$ cat config.mk
export PLATFORM = sky130hd
export DESIGN_NAME = alu_dec_unit_flat
export DESIGN_NICKNAME = d
export VERILOG_FILES = /design/src/rtl/alu_dec_unit_if.sv /design/src/rtl/alu_dec_unit.sv /design/src/flat_wrapper.sv
export SDC_FILE = /design/constraint.sdc
export NUM_CORES = 1
export LEC_CHECK = 0
export BUFFER_PORTS_ARGS = -buffer_cell sky130_fd_sc_hd__buf_4
export CAP_MARGIN = 5
export CORE_MARGIN = 2
export CORE_UTILIZATION = 47
export DETAILED_ROUTE_END_ITERATION = 12
export PLACE_DENSITY = 0.85
export SLEW_MARGIN = 10
export SYNTH_ARGS = -nofsm -noshare
export SYNTH_HDL_FRONTEND = slang
export SYNTH_SLANG_ARGS = --single-unit
$ cat constraint.sdc
create_clock -name clk -period 5.9 [get_ports clk]
set_clock_uncertainty 0.15 [all_clocks]
set_input_delay 1.77 -clock clk [delete_from_list [all_inputs] [get_ports clk]]
set_output_delay 1.77 -clock clk [all_outputs]
set_load 0.01 [all_outputs]
$ cat src/rtl/alu_dec_unit_if.sv
// Operand/result bundle for alu_dec_unit: ALU, decoder and counter signals.
// The consumer (the unit itself) takes the slave view; the driver takes master.
interface alu_dec_unit_if;
   logic [2:0] alu_fnselec;
   logic [3:0] alu_a;
   logic [3:0] alu_b;
   logic [3:0] alu_res;
   logic       alu_zero;
   logic       alu_overflow;
   logic       alu_carry;
   logic [2:0] dec_x;
   logic       dec_en;
   logic [7:0] dec_y;
   logic       cnt_en;
   logic [2:0] cnt_q;

   modport master (
      output alu_fnselec, alu_a, alu_b, dec_x, dec_en, cnt_en,
      input  alu_res, alu_zero, alu_overflow, alu_carry, dec_y, cnt_q
   );

   modport slave (
      input  alu_fnselec, alu_a, alu_b, dec_x, dec_en, cnt_en,
      output alu_res, alu_zero, alu_overflow, alu_carry, dec_y, cnt_q
   );
endinterface

$ cat src/rtl/alu_dec_unit.sv
// 4-bit ALU + 3:8 one-hot decoder (combinational) and a 3-bit wrapping down-counter.
// Latency: ALU/decoder zero, counter one clk edge; no backpressure, free-running.
module alu_dec_unit (
   input  logic           clk,
   input  logic           resetn,
   alu_dec_unit_if.slave  bus
);

   typedef enum logic [2:0] {
      OP_ADD = 3'b000,
      OP_SUB = 3'b001,
      OP_NOT = 3'b010,
      OP_AND = 3'b011,
      OP_OR  = 3'b100,
      OP_XOR = 3'b101,
      OP_LT  = 3'b110,
      OP_EQ  = 3'b111
   } alu_op_e;

   logic [4:0] w_add_sum;
   logic [4:0] w_sub_sum;
   logic       w_add_ovf;
   logic       w_sub_ovf;
   logic       w_lt;
   logic [3:0] w_res;
   logic       w_carry;
   logic       w_ovf;
   logic [7:0] w_dec_y;
   logic [2:0] r_cnt;

   // SUB carry out of A + ~B + 1 is the inverted borrow.
   assign w_add_sum = {1'b0, bus.alu_a} + {1'b0, bus.alu_b};
   assign w_sub_sum = {1'b0, bus.alu_a} + {1'b0, ~bus.alu_b} + 5'd1;

   assign w_add_ovf = (bus.alu_a[3] == bus.alu_b[3]) && (w_add_sum[3] != bus.alu_a[3]);
   assign w_sub_ovf = (bus.alu_a[3] != bus.alu_b[3]) && (w_sub_sum[3] != bus.alu_a[3]);

   // Signed less-than: the difference's sign is only trustworthy without overflow.
   assign w_lt = w_sub_sum[3] ^ w_sub_ovf;

   always_comb begin
      w_res   = 4'h0;
      w_carry = 1'b0;
      w_ovf   = 1'b0;
      case (alu_op_e'(bus.alu_fnselec))
         OP_ADD: begin
            w_res   = w_add_sum[3:0];
            w_carry = w_add_sum[4];
            w_ovf   = w_add_ovf;
         end
         OP_SUB: begin
            w_res   = w_sub_sum[3:0];
            w_carry = w_sub_sum[4];
            w_ovf   = w_sub_ovf;
         end
         OP_NOT:  w_res = ~bus.alu_a;
         OP_AND:  w_res = bus.alu_a & bus.alu_b;
         OP_OR:   w_res = bus.alu_a | bus.alu_b;
         OP_XOR:  w_res = bus.alu_a ^ bus.alu_b;
         OP_LT:   w_res = {3'b000, w_lt};
         OP_EQ:   w_res = {3'b000, (bus.alu_a == bus.alu_b)};
         default: w_res = 4'h0;
      endcase
   end

   assign bus.alu_res      = w_res;
   assign bus.alu_zero     = (w_res == 4'h0);
   assign bus.alu_carry    = w_carry;
   assign bus.alu_overflow = w_ovf;

   always_comb begin
      w_dec_y = 8'h00;
      if (bus.dec_en) begin
         w_dec_y[bus.dec_x] = 1'b1;
      end
   end

   assign bus.dec_y = w_dec_y;

   // Natural 3-bit wrap takes 0 back to 7.
   always_ff @(posedge clk or negedge resetn) begin
      if (!resetn) begin
         r_cnt <= 3'b111;
      end else if (bus.cnt_en) begin
         r_cnt <= r_cnt - 3'd1;
      end
   end

   assign bus.cnt_q = r_cnt;

endmodule

$ cat src/flat_wrapper.sv
// flat-port wrapper written by rule: the top's interface ports become plain ports
module alu_dec_unit_flat 
  (clk, resetn, bus_alu_fnselec, bus_alu_a, bus_alu_b, bus_dec_x, bus_dec_en, bus_cnt_en, bus_alu_res, bus_alu_zero, bus_alu_overflow, bus_alu_carry, bus_dec_y, bus_cnt_q);
  alu_dec_unit_if bus_i ();
  input  logic clk;
  input  logic resetn;
  input wire logic [$bits(bus_i.alu_fnselec)-1:0] bus_alu_fnselec;
  input wire logic [$bits(bus_i.alu_a)-1:0] bus_alu_a;
  input wire logic [$bits(bus_i.alu_b)-1:0] bus_alu_b;
  input wire logic [$bits(bus_i.dec_x)-1:0] bus_dec_x;
  input wire logic [$bits(bus_i.dec_en)-1:0] bus_dec_en;
  input wire logic [$bits(bus_i.cnt_en)-1:0] bus_cnt_en;
  output wire logic [$bits(bus_i.alu_res)-1:0] bus_alu_res;
  output wire logic [$bits(bus_i.alu_zero)-1:0] bus_alu_zero;
  output wire logic [$bits(bus_i.alu_overflow)-1:0] bus_alu_overflow;
  output wire logic [$bits(bus_i.alu_carry)-1:0] bus_alu_carry;
  output wire logic [$bits(bus_i.dec_y)-1:0] bus_dec_y;
  output wire logic [$bits(bus_i.cnt_q)-1:0] bus_cnt_q;
  assign bus_i.alu_fnselec = bus_alu_fnselec;
  assign bus_i.alu_a = bus_alu_a;
  assign bus_i.alu_b = bus_alu_b;
  assign bus_i.dec_x = bus_dec_x;
  assign bus_i.dec_en = bus_dec_en;
  assign bus_i.cnt_en = bus_cnt_en;
  assign bus_alu_res = bus_i.alu_res;
  assign bus_alu_zero = bus_i.alu_zero;
  assign bus_alu_overflow = bus_i.alu_overflow;
  assign bus_alu_carry = bus_i.alu_carry;
  assign bus_dec_y = bus_i.dec_y;
  assign bus_cnt_q = bus_i.cnt_q;
  alu_dec_unit u_core (.clk(clk), .resetn(resetn), .bus(bus_i));
endmodule
==> results.yml, run 1 <==
power_and_ir_drop:
  comb_power_share_pct: 60.2
  power_frac_clock_pct: 17.3
  ir_worst_vdd_mv: 0.190
  power_density_nw_per_um2: 187
  p_leak_nw: 0.562
  switching_share_pct: 38.9
  p_seq_share_pct: 22.5
  switching_power_w: 0.0000810
  p_int_w: 0.000127
timing:
  period_share_pct: 96.8
  slew_headroom_pct: 72.5
  whs_ps: 344
  fmax_ghz: 0.175
  rsz0062_at_grt: "no"
  min_period_ps: 5710
  final_hold_viol_count: 0
  worst_pin_slew_ps: 402
  setup_viol: 0
  final_max_slew_viol_count: 0
setup_path:
  reg2reg_from: "u_core.bus.cnt_q[0]"
  arrival_ps: 3790
  end_kind: "output port"
  worst-path-max-fanout: 4
  startpoint: "bus_alu_a[1]"
  startpoint_type: "input pin"
  required_ps: 3980
  worstSetupPathType: "input pin to output port"
  r2r_setup_slack_ps: 4660
place:
  io_buffers: 35
  place_inst: 158
  place_congestion: 0.827
  dp_hpwl_mm: 1.71
global_routing:
  grt.total_usage_pct: 22.6
  grt.met1_usage_pct: 29.6
  grt_max_degree: 25
  grt_remaining_overflow: 0
  grt_use_met3_pct: 2.38
  grt-busiest-layer: "met2"
  use_met2_pct: 41.1
  antenna_found_initial: 0
  first_global_vias: 828
  grt_pass1_wl_mm: 3.53
clock_network:
  clock_path_buffers: 2
  clk_latency_ps: 230
  cts_tree: "built"
  clkTransAtPathRegs_ps: 30
  cts-htree-levels: 1
  cts_root_buf: "clkbuf_4"
  cts_made_buffers: 3
  cts_num_sinks: 3
die:
  fp.dieH_um: 45.5
  start_util_pct: 48.5
  dieArea_um2: 2070
  fp.dieW_um: 45.5
  core_region_area_um2: 1670
  core.rowCount: 15
  num_io_pins: 36
synth:
  syn_avg_cell_area_um2: 7.30
  synth_flop_cell: "dfstp_2"
  yosysTopAreaCell: "ha_1"
  synth_fp_nets: 145
  yosysWarnings: 0
  synth-seq-cells: 3
  syn_area_um2: 811
  ys_seq_area_share_pct: 9.72
  synth_cell_types: 34
  syn_inst: 111
  synth_top_area_share_pct: 20.1
  synth-edff-count: 0
  async_flop_share_pct: 100
  yosys-top-cells-area: "ha_1, nor2_1, dfstp_2, fa_1, a21oi_1"
routing:
  drtIter0Drc: 35
  vias: 901
  detail_route.first_pass.iterations: 4
  post_drt_wl_per_cell_um: 13.3
  drt_wl_total_mm: 2.15
  drc_errors: 0
  viasPerCell: 5.56
  postRouteAntennaNets: 0
hold_path:
  holdCritPathClass: "flop to flop"
  min_from: "u_core.bus.cnt_q[2]"
status:
  status: "completed"
layout:
  largest_register_ff_count: 3
  ff_latch_area_um2: 78.8
  multi_input_area_um2: 662
  area_delta_synth_final_pct: 37.2
  fill_cells: 149
  num-nets-final: 180
  drive_above_1_share_pct: 33.1
  diodes: 0
  final_cells: 162
run:
  cap_viol_max_count: 0
-- logic make-up after synthesis --
group	count (synthesis)	share of synthesized area [%]
compound gates	25	21.5
mux	1	1.23
fa+ha+maj	16	27.5
flops	3	9.72
buf+inv	19	10.2
xor+xnor	7	7.56
simple gates	40	22.4
-- power groups by stage --
stage	registers [W]	logic [W]	clock network (W)
floorplan	0.0000523	0.0000674	0
global placement	0.0000464	0.000119	0
detailed placement	0.0000471	0.000123	0
CTS	0.0000470	0.000124	0.0000372
global route	0.0000481	0.000139	0.0000394
finish	0.0000469	0.000125	0.0000360
-- worst max-delay path, stage by stage --
cell and delay (ps):
buf_4 140, inv_4 80, ha_4 210, nor2_1 120, nor2_1 50, nor2_1 90
nor2_1 60, fa_1 510, a21oi_1 70, a31oi_1 150, nor2_1 60, a2bb2oi_1 140
nor4_1 180, buf_4 160
-- worst paths after layout --
check,end,cells past startpoint
min in group asynchronous,u_core.bus.cnt_q[0],1
hold reg to reg,u_core.bus.cnt_q[2],1
hold / removal,u_core.bus.cnt_q[2],1
max in group asynchronous,u_core.bus.cnt_q[1],1
setup / recovery,bus_alu_zero,14
setup reg to reg,u_core.bus.cnt_q[1],3
-- placed cells by master (no fill, tap or decap), drive strengths merged, types with 4 or more instances in the layout --
| cell | n |
|---|---|
| xor2 | 4 |
| buf | 36 |
| nand2 | 4 |
| ha | 13 |
| nor2 | 22 |
| clkbuf | 4 |
| a21oi | 10 |
| inv | 13 |
| nor3 | 4 |
-- per-layer routing --
metal | part of all wire [%] | routed length (um)
met5 | 0 | 0
met1 | 42 | 900
met4 | 0.37 | 8
met3 | 7.3 | 156
met2 | 50 | 1090
-- cell usage after synthesis, drive strengths merged, types with 2 or more instances --
library cell / n
clkbuf: 3
xnor2: 3
inv: 13
nand2: 4
o22ai: 2
a2bb2oi: 2
nand2b: 3
a21oi: 10
buf: 3
a31oi: 3
nor2: 22
ha: 13
nor3: 4
fa: 3
nand3: 2
dfstp: 3
xor2: 4
-- cell type report --
cell class | count | share of cell area [%]
multi-input cells | 89 | 59.5
repair buffers | 36 | 24.3
inverters | 13 | 4.84
clock buffers | 4 | 2.36
well taps | 17 | 1.91
flip-flops and latches | 3 | 7.09
-- stage by stage --
step | worst slack (ps) | cell area (um^2) | power [W] | setup TNS (ps) | util, %
finish | 189 | 1110 | 0.000208 | 0 | 66.6
global route | 22.4 | 1110 | 0.000226 | 0 | 66.6
CTS | 8.46 | 1090 | 0.000208 | 0 | 65.5
detailed placement | -1.00 | 1070 | 0.000170 | -1.00 | 64.0
global placement | 85.4 | 1070 | 0.000165 | 0 | 64.0
floorplan | 169 | 811 | 0.000120 | 0 | -
-- timing repair --
item / in CTS / in global routing
pin swaps: 0 / 1
hold buffers: 0 / 0
buffers inserted: 0 / 0
setup endpoints to repair: 1 / 1
resized for setup: 1 / 4
(Power assumes the default switching activity.)
==> run 2: changes to the inputs <==
--- a/config.mk
+++ b/config.mk
@@ -8,9 +8,9 @@
 export BUFFER_PORTS_ARGS = -buffer_cell sky130_fd_sc_hd__buf_4
 export CAP_MARGIN = 5
 export CORE_MARGIN = 2
-export CORE_UTILIZATION = 47
+export CORE_UTILIZATION = 37
 export DETAILED_ROUTE_END_ITERATION = 12
-export PLACE_DENSITY = 0.85
+export PLACE_DENSITY = 0.7
 export SLEW_MARGIN = 10
 export SYNTH_ARGS = -nofsm -noshare
 export SYNTH_HDL_FRONTEND = slang
==> constraint.sdc (replaced) <==
create_clock -name clk -period 5.5 [get_ports clk]
set_clock_uncertainty 0.15 [all_clocks]
set_input_delay 1.65 -clock clk [delete_from_list [all_inputs] [get_ports clk]]
set_output_delay 1.65 -clock clk [all_outputs]
set_load 0.01 [all_outputs]
==> run 2 against run 1 <==
Total power is 11% higher; sequential share of layout area shrank 0.51 points; critical path type unchanged; combinational power up 12%; global-route usage shrank 5.5 points; wire length decreased by 6.6%; final cell count rose by 9.9%; sequential power increased by 10%; setup slack lost 140 ps.
==> results.yml, run 2 (synthesized netlist as in run 1, its figures left out) <==
hold_path:
  hold_end: "u_core.bus.cnt_q[1]"
  whs_path_depth: 2
  holdCritPathClass: "flop to flop"
  min_from: "u_core.bus.cnt_q[1]"
routing:
  viasPerCell: 5.04
  postRouteAntennaNets: 0
  vias: 898
  drt_wl_total_mm: 2.01
  drtIter0Drc: 13
  drc_errors: 0
  detail_route.first_pass.iterations: 4
  post_drt_wl_per_cell_um: 11.3
clock_network:
  cts-htree-levels: 1
  cts_root_buf: "clkbuf_4"
  hold_buffers: 0
  cts_num_sinks: 3
  cts_made_buffers: 3
  post-cts-setup-buffers: 0
  cts_tree: "built"
  clk_latency_ps: 230
  clock_path_buffers: 2
  clkTransAtPathRegs_ps: 40
die:
  fp.dieH_um: 50.8
  dieArea_um2: 2580
  num_io_pins: 36
  start_util_pct: 40.1
  core_region_area_um2: 2020
  core.rowCount: 16
  fp.dieW_um: 50.8
power_and_ir_drop:
  power_density_nw_per_um2: 192
  ir_worst_vdd_mv: 0.186
  p_leak_nw: 0.593
timing:
  worst_pin_slew_ps: 355
  final_max_slew_viol_count: 0
  slew_headroom_pct: 75.7
  final_hold_viol_count: 0
  fmax_ghz: 0.183
  min_period_ps: 5460
  period_share_pct: 99.2
  setup_viol: 0
  final.setup.tns_ps: 0
  timing.final.ws_setup_ps: 44.8
setup_path:
  worst-path-max-fanout: 4
  end_kind: "output port"
  required_ps: 3700
  worstSetupPathType: "input pin to output port"
  crit_family: "adder cells"
  reg2reg_to: "u_core.bus.cnt_q[1]"
  crit_chain: "buf_8, inv_6, ha_4, nor2_1, nor2_1, nor2_1, nor2_1, fa_1, a21oi_1, a31oi_1, nor2_1, a2bb2oi_2, nor4_1, buf_4"
  slowest_delay_ps: 520
  crit_top_cell: "nor2_1"
  reg2reg_depth: 3
  reg2reg_from: "u_core.bus.cnt_q[0]"
  critPathBufInv: 3
  critical_path_cell_count: 14
  arrival_ps: 3660
  startpoint_type: "input pin"
  crit_path_top_delay_cell: "fa_1"
  r2r_setup_slack_ps: 4270
layout:
  fill_cells: 194
  largest_register_ff_count: 3
  diodes: 0
  drive_above_1_share_pct: 38.4
  final_common_cell: "buf_4"
  area_delta_synth_final_pct: 47.8
  num-nets-final: 186
  mostFrequentLayoutCells: "buf_4, nor2_1, a21oi_1, ha_1, inv_1"
global_routing:
  grt_pass1_wl_mm: 3.42
  antenna_found_initial: 0
  first_global_vias: 818
  grt.total_usage_pct: 17.1
  grt_max_degree: 25
  grt_remaining_overflow: 0
status:
  status: "completed"
place:
  place_ws_ps: -15.9
  io_buffers: 35
  place_congestion: 0.878
  dp_hpwl_mm: 1.63
run:
  cap_viol_max_count: 0
==> run 2: cell types whose count changed in the layout (fill, tap and decap cells not counted), moves of 2 or more <==
cell   before  now
ha_1       12   10
ha_2        0    2
buf_6       0    2
buf_4      36   39
==> run 2: area by class of cell <==
cell class	instances	area (um^2)	share of cell area [%]
Inverter	13	56.3	4.70
Clock buffer	4	26.3	2.19
Multi-Input combinational cell	89	673	56.2
Tap cell	27	33.8	2.82
Sequential cell	3	78.8	6.58
Timing Repair Buffer	42	330	27.6
==> run 2: metrics by stage <==
step	util [%]	area [um^2]	power, W	hold slack, ps	instances
floorplan	-	811	0.000128	343	111
global placement	55.7	1130	0.000184	330	174
detailed placement	55.7	1130	0.000189	348	174
CTS	57.0	1150	0.000230	355	178
global route	59.3	1200	0.000255	377	178
finish	59.3	1200	0.000231	351	178
==> run 2: worst min-delay path: stages (launching register included) <==
cell,delay [ps]
dfstp_2,360
inv_1,60
mux2i_1,70
==> run 2: worst max-delay path by stage <==
stage / startpoint / end / slack [ps]
6_report: bus_alu_a[1] / bus_alu_zero / 40
5_1_grt: bus_alu_a[1] / bus_alu_zero / -1
4_1_cts: bus_alu_a[1] / bus_alu_zero / 70
3_5_place_dp: bus_alu_a[1] / bus_alu_zero / -20
3_3_place_gp: bus_alu_a[1] / bus_alu_zero / 30
2_1_floorplan: bus_alu_b[1] / bus_alu_zero / 9
==> run 2: per-layer routing <==
metal / vias to the layer above / wire length (um) / track usage, %
li1: 459 / - / -
met1: 396 / 849 / 19.9
met2: 37 / 967 / 29.2
met3: 6 / 140 / 3.22
met4: 0 / 50 / 9.91
met5: - / 0 / 0
==> run 2: repair_timing <==
action,4_1_cts,5_1_grt
pin swaps,1,10
gates resized for setup,0,14
endpoints found under the setup margin,1,1
cloned,0,0
==> run 2: power breakdown <==
part	switching [W]	internal [W]	leakage (nW)
Combinational	0.0000676	0.0000726	0.546
Clock	0.0000115	0.0000272	0.0150
Sequential	0.00000900	0.0000426	0.0315
==> run 3: changes to the inputs <==
--- a/config.mk
+++ b/config.mk
@@ -5,12 +5,12 @@
 export SDC_FILE = /design/constraint.sdc
 export NUM_CORES = 1
 export LEC_CHECK = 0
-export BUFFER_PORTS_ARGS = -buffer_cell sky130_fd_sc_hd__buf_4
 export CAP_MARGIN = 5
 export CORE_MARGIN = 2
 export CORE_UTILIZATION = 37
 export DETAILED_ROUTE_END_ITERATION = 12
-export PLACE_DENSITY = 0.7
+export DONT_BUFFER_PORTS = 1
+export PLACE_DENSITY = 0.56
 export SLEW_MARGIN = 10
 export SYNTH_ARGS = -nofsm -noshare
 export SYNTH_HDL_FRONTEND = slang
==> run 3 against run 2 <==
Largest power group unchanged; highest routed layer unchanged; design area is 20% lower; final cell count is 19% lower; critical path depth shrank 1; global-route usage fell by 1.2 points; first-iteration DRC count decreased by 46%; critical endpoint unchanged; setup slack gained 110 ps; maximum frequency increased by 2.0%; combinational power fell by 32%; largest cell class unchanged.
==> results.yml, run 3 (synthesized netlist as in run 1, its figures left out) <==
status:
  status: "completed"
layout:
  mostFrequentLayoutCells: "nor2_1, ha_1, inv_1"
  fin_util_pct: 47.5
  largest_register_ff_count: 3
  final_common_cell: "nor2_1"
  final_cells: 145
  fill_cells: 204
  diodes: 0
  drive_above_1_share_pct: 22.9
  area_delta_synth_final_pct: 18.4
  num-nets-final: 153
timing:
  final_hold_viol_count: 0
  period_share_pct: 97.2
  final_max_slew_viol_count: 0
  min_period_ps: 5350
  whs_ps: 369
  slew_headroom_pct: 69.4
  worst_pin_slew_ps: 455
  setup_viol: 0
  fmax_ghz: 0.187
  timing.final.ws_setup_ps: 151
power_and_ir_drop:
  comb_power_share_pct: 49.5
  p_leak_nw: 0.421
  ir_worst_vdd_mv: 0.107
  switching_power_w: 0.0000758
  power_density_nw_per_um2: 201
  p_seq_share_pct: 30.8
  switching_share_pct: 39.3
  p_int_w: 0.000117
  power_frac_clock_pct: 19.8
setup_path:
  critPathBufInv: 2
  worst-path-max-fanout: 4
  slowest_delay_ps: 540
  crit_path_top_delay_cell: "fa_2"
  worstSetupPathType: "input pin to output port"
  crit_family: "adder cells"
  crit_chain: "clkinvlp_4, ha_4, nor2_2, nor2_1, nor2_1, nor2_2, fa_2, a21oi_1, a31oi_1, nor2_1, a2bb2oi_2, nor4_2, buf_4"
  crit_top_cell: "nor2_1"
  required_ps: 3700
  arrival_ps: 3550
  end_kind: "output port"
  startpoint_type: "input pin"
die:
  fp.dieH_um: 50.8
  core.rowCount: 16
  core_region_area_um2: 2020
  start_util_pct: 40.1
  fp.dieW_um: 50.8
  dieArea_um2: 2580
  num_io_pins: 36
clock_network:
  clkTransAtPathRegs_ps: 40
  cts_tree: "built"
  clock_path_buffers: 2
  cts_root_buf: "clkbuf_4"
  cts_made_buffers: 3
  cts-htree-levels: 1
  cts_num_sinks: 3
  clk_latency_ps: 230
  hold_buffers: 0
routing:
  vias: 797
  drc_errors: 0
  post_drt_wl_per_cell_um: 13.5
  postRouteAntennaNets: 0
  drt_wl_total_mm: 1.96
  drtIter0Drc: 7
  viasPerCell: 5.50
  detail_route.first_pass.iterations: 4
place:
  place_congestion: 0.834
  dp_hpwl_mm: 1.54
  place_inst: 139
  io_buffers: 0
  place_ws_ps: 37.0
global_routing:
  grt_max_degree: 25
  grt_pass1_wl_mm: 3.19
  grt.total_usage_pct: 15.9
  antenna_found_initial: 0
  first_global_vias: 768
  grt_remaining_overflow: 0
hold_path:
  holdCritPathClass: "flop to flop"
run:
  cap_viol_max_count: 0
## run 3: cell count changes in the layout (fill, tap and decap cells not counted), moves of 2 or more
cell / before / now
clkinvlp_4: 0 / 2
nor2_1: 22 / 20
nor2_2: 0 / 2
ha_2: 2 / 0
ha_1: 10 / 12
buf_4: 39 / 9
buf_6: 2 / 0
## run 3: metal layers
metal | wire length (um) | track usage (%)
met5 | 0 | 0
met4 | 15 | 5.41
met3 | 156 | 3.22
met2 | 942 | 27.6
met1 | 840 | 19.6
## run 3: worst paths after layout
check,depth (start not counted),slack [ps],startpoint,to
worst max-delay path,13,150,bus_alu_a[1],bus_alu_zero
worst max register to register,3,4230,u_core.bus.cnt_q[0],u_core.bus.cnt_q[1]
min in group asynchronous,0,1110,resetn,u_core.bus.cnt_q[2]
worst min-delay path,1,370,u_core.bus.cnt_q[2],u_core.bus.cnt_q[2]
worst min register to register,1,370,u_core.bus.cnt_q[2],u_core.bus.cnt_q[2]
max in group asynchronous,0,4070,resetn,u_core.bus.cnt_q[0]
## run 3: what timing repair did
item | 4_1_cts | 5_1_grt
setup buffers | 0 | 2
resized for setup | 0 | 10
endpoints found under the setup margin | 0 | 1
## run 3: cell type report
class / count / area, um^2 / share of cell area [%]
timing repair buffer: 9 / 67.6 / 7.04
inverter: 13 / 56.3 / 5.87
tap: 27 / 33.8 / 3.52
sequential: 3 / 78.8 / 8.21
clock buffer: 4 / 26.3 / 2.74
multi-input combinational: 89 / 697 / 72.6
## run 3: metrics by stage
stage	TNS [ps]	area (um^2)	power, W
2_1_floorplan	0	811	0.000128
3_5_place_dp	0	863	0.000145
4_1_cts	0	890	0.000186
3_3_place_gp	0	863	0.000143
6_report	0	960	0.000193
5_1_grt	-38.7	960	0.000210
## run 3: power groups by stage
stage	Combinational (W)	Clock [W]	Sequential, W
6_report	0.0000955	0.0000381	0.0000593
5_1_grt	0.000109	0.0000400	0.0000607
4_1_cts	0.0000863	0.0000395	0.0000601
3_5_place_dp	0.0000856	0	0.0000599
3_3_place_gp	0.0000838	0	0.0000588
2_1_floorplan	0.0000723	0	0.0000561
